--- src/rtl/serial_frame_receiver.sv ---
// Serial frame receiver: start(1) + WIDTH data bits + stop(0), one bit per bit_en strobe.
// Optional even-parity bit between data and stop when SER_RX_PARITY_EN is defined.
module serial_frame_receiver #(
    parameter int WIDTH     = 4,
    parameter bit LSB_FIRST = 1'b1
) (
    input  logic             clk,
    input  logic             reset,
    input  logic             ser_in,
    input  logic             bit_en,
    output logic [WIDTH-1:0] data_out,
    output logic             data_valid,
    input  logic             data_ready,
    output logic             frame_err,
    output logic             overrun,
    input  logic             clr_err,
    output logic             busy
);

    localparam int CW = (WIDTH > 1) ? $clog2(WIDTH) : 1;

`ifdef SER_RX_PARITY_EN
    typedef enum logic [1:0] {IDLE = 2'd0, DATA = 2'd1, STOP = 2'd2, PARITY = 2'd3} state_t;
`else
    typedef enum logic [1:0] {IDLE = 2'd0, DATA = 2'd1, STOP = 2'd2} state_t;
`endif

    state_t           state;
    logic [CW-1:0]    cnt;
    logic [WIDTH-1:0] shreg;
    logic [WIDTH-1:0] sh_next;
    logic [WIDTH:0]   ext;
    logic             stop_hit;
    logic             word_err;
    logic             load;
    logic             drop;

    // Widen by one bit so the shift works for WIDTH=1 as well
    always_comb begin
        ext     = '0;
        sh_next = '0;
        if (LSB_FIRST) begin
            ext     = {ser_in, shreg};
            sh_next = ext[WIDTH:1];
        end else begin
            ext     = {shreg, ser_in};
            sh_next = ext[WIDTH-1:0];
        end
    end

`ifdef SER_RX_PARITY_EN
    logic par_err;
    assign word_err = ser_in | par_err;
`else
    assign word_err = ser_in;
`endif

    always_ff @(posedge clk or negedge reset) begin
        if (!reset) begin
            state <= IDLE;
            cnt   <= '0;
            shreg <= '0;
`ifdef SER_RX_PARITY_EN
            par_err <= 1'b0;
`endif
        end else if (bit_en) begin
            case (state)
                IDLE: begin
                    if (ser_in) begin
                        state <= DATA;
                        cnt   <= '0;
                    end
                end
                DATA: begin
                    shreg <= sh_next;
                    cnt   <= cnt + 1'b1;
                    if (cnt == CW'(WIDTH - 1)) begin
`ifdef SER_RX_PARITY_EN
                        state <= PARITY;
`else
                        state <= STOP;
`endif
                    end
                end
`ifdef SER_RX_PARITY_EN
                PARITY: begin
                    // Even parity: data bits plus parity bit must XOR to zero
                    par_err <= (^shreg) ^ ser_in;
                    state   <= STOP;
                end
`endif
                STOP: begin
                    state <= IDLE;
                end
                default: state <= IDLE;
            endcase
        end
    end

    assign busy     = (state != IDLE);
    assign stop_hit = bit_en && (state == STOP);
    assign load     = stop_hit && (!data_valid || data_ready);
    assign drop     = stop_hit && data_valid && !data_ready;

    // Single-entry output buffer; a new word is dropped rather than overwriting an unread one
    always_ff @(posedge clk or negedge reset) begin
        if (!reset) begin
            data_out   <= '0;
            data_valid <= 1'b0;
            frame_err  <= 1'b0;
            overrun    <= 1'b0;
        end else begin
            if (load) begin
                data_out   <= shreg;
                frame_err  <= word_err;
                data_valid <= 1'b1;
            end else if (data_valid && data_ready) begin
                data_valid <= 1'b0;
            end
            if (drop) begin
                overrun <= 1'b1;
            end else if (clr_err) begin
                overrun <= 1'b0;
            end
        end
    end

endmodule

--- config.mk ---
export PLATFORM = sky130hd
export DESIGN_NAME = serial_frame_receiver
export DESIGN_NICKNAME = d
export VERILOG_FILES = /design/src/rtl/serial_frame_receiver.sv
export SDC_FILE = /design/constraint.sdc
export NUM_CORES = 1
export LEC_CHECK = 0
export ABC_CLOCK_PERIOD_IN_PS = 1300
export CORE_MARGIN = 2
export CORE_UTILIZATION = 42
export CTS_BUF_LIST = sky130_fd_sc_hd__clkbuf_16
export CTS_CLUSTER_DIAMETER = 50
export DETAILED_ROUTE_END_ITERATION = 7
export GPL_TIMING_DRIVEN = 0
export PLACE_DENSITY = 0.75
export SLEW_MARGIN = 20
export SYNTH_ARGS = -nofsm -noshare
export SYNTH_HDL_FRONTEND = slang
export SYNTH_SLANG_ARGS = --single-unit
--- constraint.sdc ---
create_clock -name clk -period 1.3 [get_ports clk]
set_input_delay 0.39 -clock clk [delete_from_list [all_inputs] [get_ports clk]]
set_output_delay 0.39 -clock clk [all_outputs]
set_load 0.03 [all_outputs]
==> results.txt <==
The TritonCTS clock tree is built. The maximum resistive drop on vdd is 1.461 mV. In the final design database the tool counted 76 nets.

The die covers 1873 um^2. The setup path with the least slack is of type reg -> out. The max-slew violation count came out at 0. The flip-flop and latch area came out at 377.9 um^2. Summing the sequential cell areas from Yosys gives 57.92% of the chip area. The count of standard-cell rows came out at 14. Headroom to the max-slew limit came out at 56.53%.

Walking the worst path, the cells encountered are or2_4, buf_6. The I/O pin total came out at 14. Setup repair after global routing could not meet its margin everywhere.

The worst register-to-register path has a depth of 4. The transition time at the pin with the least slew margin is 650.0 ps. Routability-driven placement finished with a final weighted congestion of 0.6559. The ratio of final minimum period to clock period came out at 108.4%. The worst min-delay path category is reg -> reg. The via count of the first global-routing pass is 456.

The synthesized design contains 15 register bits. The detailed-route DRC error count came out at 0. The setup skew after layout came out at 3.039 ps. Leaving out fill and tap cells, the most frequent cells in the layout are dfrtp_1, mux2_4, buf_2. The count of cells along the worst hold path is 1.

The total iterations of the first detailed-routing run came out at 4. The number of buffers inserted by hold repair at cts is 0. The number of failing hold endpoints at the final stage came out at 0. The placement-stage worst setup slack is -537.9 ps. The root buffer cell chosen for the clock tree is clkbuf_16. The clock latency reported for the late side of the worst-skew pair is 240 ps. The number of fillers in the final layout is 117. The net count of the mapped netlist came out at 51. The part of the total power dissipated in sequential elements is 34.8%. Ranked by total cell area, the synthesized netlist is headed by dfrtp_1, mux2_2, mux2_4, nor2b_4, nand3b_4. The deepest level of the CTS H-tree came out at 1. The half-perimeter wire length of the detailed placement result came out at 733 um. After detailed routing, the average wire length per cell comes to 13.71 um. The cell taking the most area after synthesis is dfrtp_1. The floorplan step defined a core boundary enclosing 1471 um^2.

The worst setup path is launched from a flop. The largest incremental delay on the critical path is 400 ps. For the worst setup path, the data arrival time is 1020 ps. The width of the die is 43.28 um. The share of total power in the clock network is 25.5%.

Detailed routing inserted a total of 433 vias. The highest clock rate is 709.9 MHz. The design internal power is 1550 uW. The cell count after synthesis came out at 44. Entering global routing, the biggest net connects 16 pins. In this run, the number of DRC markers left after iteration 0 of detailed routing was 4.

The mean cell area of the mapped netlist came out at 14.73 um^2. The multi-input logic area is 294.0 um^2. The post-route minimum period is 1409 ps.

The fraction of power spent switching nets is 30.98%. The switching power summed over all nets is 695.8 uW. The number of antenna cells inserted came out at 0. The leakage power is 0.0004809 uW. The via density per instance is 5.155.

In this run the critical register-to-register path is captured at data_out[0]. The count of nets left with antenna violations once routing finished came out at 0. The area growth from synthesis to layout is 43.44%.

The number of distinct library cells after synthesis is 19. The library cell used most frequently in the layout, excluding fill and tap cells, is dfrtp_1. The clock slew seen by the registers of the worst setup and hold paths is 50 ps. The aggregate global routing overflow came out at 0.

The number of antenna violations at the first check in global routing is 0. The warning count from the yosys run came out at 0. The worst register-to-register path begins at state[0]. The flow ran to the end, but the final reports show violations. For the worst setup path, the data required time is 910 ps. The path with the worst hold slack has its endpoint at data_out[1]. The total wirelength of the detailed-routed design is 1152 um. After synthesis, the largest area contributor takes up 57.92% of total cell area. The power density over the cells is 2416 nW/um^2. Global routing used 15.45% of the available tracks across all layers. The reported max-cap violation count came out at 0. For flop-to-flop paths, the worst setup slack is -60 ps. The combined area of all synthesized cells is 648.1 um^2.

The buffer depth of the longest clock path came out at 2. After layout, the worst setup slack is -108.7 ps. For this configuration, the core starts out at a cell density of 44.05%. The die span in y came out at 43.28 um.

The number of port buffers is 13. The fraction of layout cells with a size suffix above 1 came out at 54.41%. The highest net fanout along the worst path is 2. The worst hold path begins at data_out[1].

The first global-routing pass estimated 1987 um of wire. The number of buffers created by CTS came out at 3. The final hold slack is 504.1 ps. The worst setup path is captured at a primary output. Counting every sink on the clock net gives 15. The master of the slowest instance on the critical path is dfrtp_2. Setup violations remaining at the end of the flow were counted as 6.

The final reports fail on setup timing. Combinational cells account for 39.6% of the total power.
## synthesized netlist by cell type (all sizes together)
cell type,count
a31oi,1
or2,1
dfrtp,15
mux2i,1
o21ai,1
ha,1
inv,2
and2,1
o22ai,2
a22o,1
nand2,2
nand2b,1
nor2b,3
nand3b,1
nand3,1
mux2,10
## routing by layer
metal,track usage [%],vias up,share of wire [%]
li1,-,204,-
met1,16.90,213,44
met2,25.37,14,48
met3,8.085,2,7.2
met4,5.455,0,0.69
met5,0,-,0
## metrics by stage
stage / setup TNS [ps] / utilization, % / area (um^2) / power, uW / std cells
after floorplan: 0 / - / 648.1 / 1321 / 44
after global placement: -6192 / 54.25 / 798.3 / 1566 / 73
after detailed placement: -6554 / 54.25 / 798.3 / 1599 / 73
after CTS: -451.9 / 64.71 / 952.2 / 2310 / 82
after global routing: -648.6 / 63.18 / 929.6 / 2375 / 84
final: -392.8 / 63.18 / 929.6 / 2246 / 84
## timing repair
item	4_1_cts	5_1_grt
resized for setup	43	12
pin swaps	0	1
setup endpoints to repair	19	14
buffers inserted	5	2
## cells by family after synthesis
family / share of synthesized area, %
compound gates: 5.019
fa+ha+maj: 1.930
buf+inv: 1.159
flops: 57.92
mux: 20.08
simple gates: 13.90
## registers in the layout, indices dropped and copies added, names as in the netlist
name	count
data_valid	1
state	2
frame_err	1
shreg	4
cnt	2
overrun	1
data_out	4
## worst max-delay path: cells and delay by family (launching register included)
kind                   cells  cell delay (ps)
and+or+nand+nor            1              250
buffers and inverters      1              130
DFF                        1              400
## power groups by stage
stage                     Sequential [uW]  Combinational (uW)  Clock (uW)
after detailed placement              813                 786           0
after global routing                  807                 949         618
after CTS                             788                 932         591
after global placement                803                 764           0
final                                 783                 890         573
after floorplan                       926                 395           0
## final cells by class
class	count	share of cell area (%)
Sequential cell	15	40.65
Timing Repair Buffer	20	16.29
Inverter	2	0.8075
Clock inverter	1	0.4038
Multi-Input combinational cell	27	31.63
Tap cell	16	2.153
Clock buffer	3	8.075
## worst max-delay path by stage
| stage | end | cells after the start | startpoint | slack (ps) |
|---|---|---|---|---|
| 2_1_floorplan | frame_err | 3 | data_valid | 30 |
| 5_1_grt | busy | 2 | state[1] | -130 |
| 6_report | busy | 2 | state[1] | -110 |
| 3_5_place_dp | data_out[0] | 4 | bit_en | -540 |
| 4_1_cts | busy | 2 | state[1] | -110 |
| 3_3_place_gp | data_out[3] | 4 | bit_en | -510 |
Note: power is estimated with default switching activity, not from simulation.
==> edit: new RTL, same settings <==
The parameter `WIDTH` goes from 4 to 8.
--- a/src/rtl/serial_frame_receiver.sv
+++ b/src/rtl/serial_frame_receiver.sv
@@ -2,5 +2,5 @@
 // Optional even-parity bit between data and stop when SER_RX_PARITY_EN is defined.
 module serial_frame_receiver #(
-    parameter int WIDTH     = 4,
+    parameter int WIDTH     = 8,
     parameter bit LSB_FIRST = 1'b1
 ) (
Interface: changed (resized data_out); port bits go from 14 to 18. No check against the original RTL was run, so the function may have changed too.
==> edit against the original RTL <==
Critical path depth stayed put; largest power group is now registers; worst setup slack worse by 0.043 ns; critical path type unchanged; sequential power is 58% higher; final area is 49% higher; total power is 46% higher; highest routed layer unchanged; hold slack worse by 0.40 ns; the flow still finishes with violations (negative setup slack); sequential cell count is 9 higher; fmax is 3.0% lower; wire length is 63% higher; global-route usage is 0.46 points lower; final cell count is 46% higher; non-clock buffer count is 8 higher; area after synthesis is 56% higher; largest cell class unchanged.
==> edit: results (changes against the original RTL) <==
IR_DROP_uV=1198  # -18%
FIN_CELLS=123  # +46%
REG2REG_SETUP_SLACK_NS=-0.13  # -0.07 ns
DPL.HPWL_UM=1117  # +52%
FIRST_ITER_VIOLATIONS=2  # -2
SETUP_TOTAL_NEG_SLACK_NS=-1.232  # -0.8395 ns
SETUP_VIOL=11  # +5
WORST_SLACK_NS=-0.1522  # -0.04349 ns
PLACEDCELLCOUNT=109  # +49%
RUN_STATUS='finished, violations left'
LARGEST_NET_DEGREE_AT_THE_START_OF_GLOBAL_ROUTING=25  # +9
GROUTE.LAYER.MET1.USAGE_PCT=18.69  # +1.8 points
CLOCKNETWORKAREASHARE_PCT=7.588  # -0.89 points
TOP_REGS='data_out x8, shreg x8, cnt x3'
SYNTH_TOP_CELLS_BY_COUNT='dfrtp_1, mux2_2, mux2_4, nand2_1, o21ai_0'
TIMING.HOLD.WORST.CLASS='primary input to async pin'
SYNTH_COMPOUND_AREA_SHARE_PCT=4.827  # -0.19 points
GLOBALPLACE.CONGESTION=0.6972  # +6.3%
VIOLATED_CHECKS='negative setup slack'
NNETSFINAL=104  # +37%
TIMING.HOLD.WS_NS=0.1062  # -0.3979 ns
SYNTH_ADDER_AREA_SHARE_PCT=2.475  # +0.54 points
YS_TYPES=18  # -1
MET2_TRACK_DEMAND_OVER_RESOURCE_IN_GLOBAL_ROUTING_PCT=24.79  # -0.58 points
MULTI_INPUT_AREA_SHARE_PCT=30.26  # -1.4 points
VIAS_IN_THE_FIRST_GLOBAL_ROUTE=634  # +39%
==> edit: cell types whose count changed in the layout (fill, tap and decap cells not counted), sizes merged, moves of 2 or more <==
cell and change:
mux2 +8, nand2 +2, buf +9, dfrtp +9, o21ai +2, a22o +2
==> edit: power breakdown <==
part / switching, mW / internal [mW]
registers: 0.196 / 1.05
logic: 0.539 / 0.631
clock network: 0.247 / 0.611
total: 0.982 / 2.29
==> edit: worst max path at each step <==
stage | slack [ns] | from | endpoint | depth (start not counted)
floorplan | 0.004 | data_valid | data_out[0] | 4
global placement | -0.50 | bit_en | data_out[4] | 5
detailed placement | -0.51 | bit_en | shreg[5] | 4
CTS | -0.13 | state[0] | busy | 2
global route | -0.18 | state[0] | data_out[6] | 5
finish | -0.15 | state[1] | busy | 2
==> edit: what timing repair did <==
item                                    CTS  global route
gates resized for setup                  71             9
gates cloned                              1             0
endpoints found under the setup margin   57            18
pin swaps                                 1             2
setup buffers                             5             4
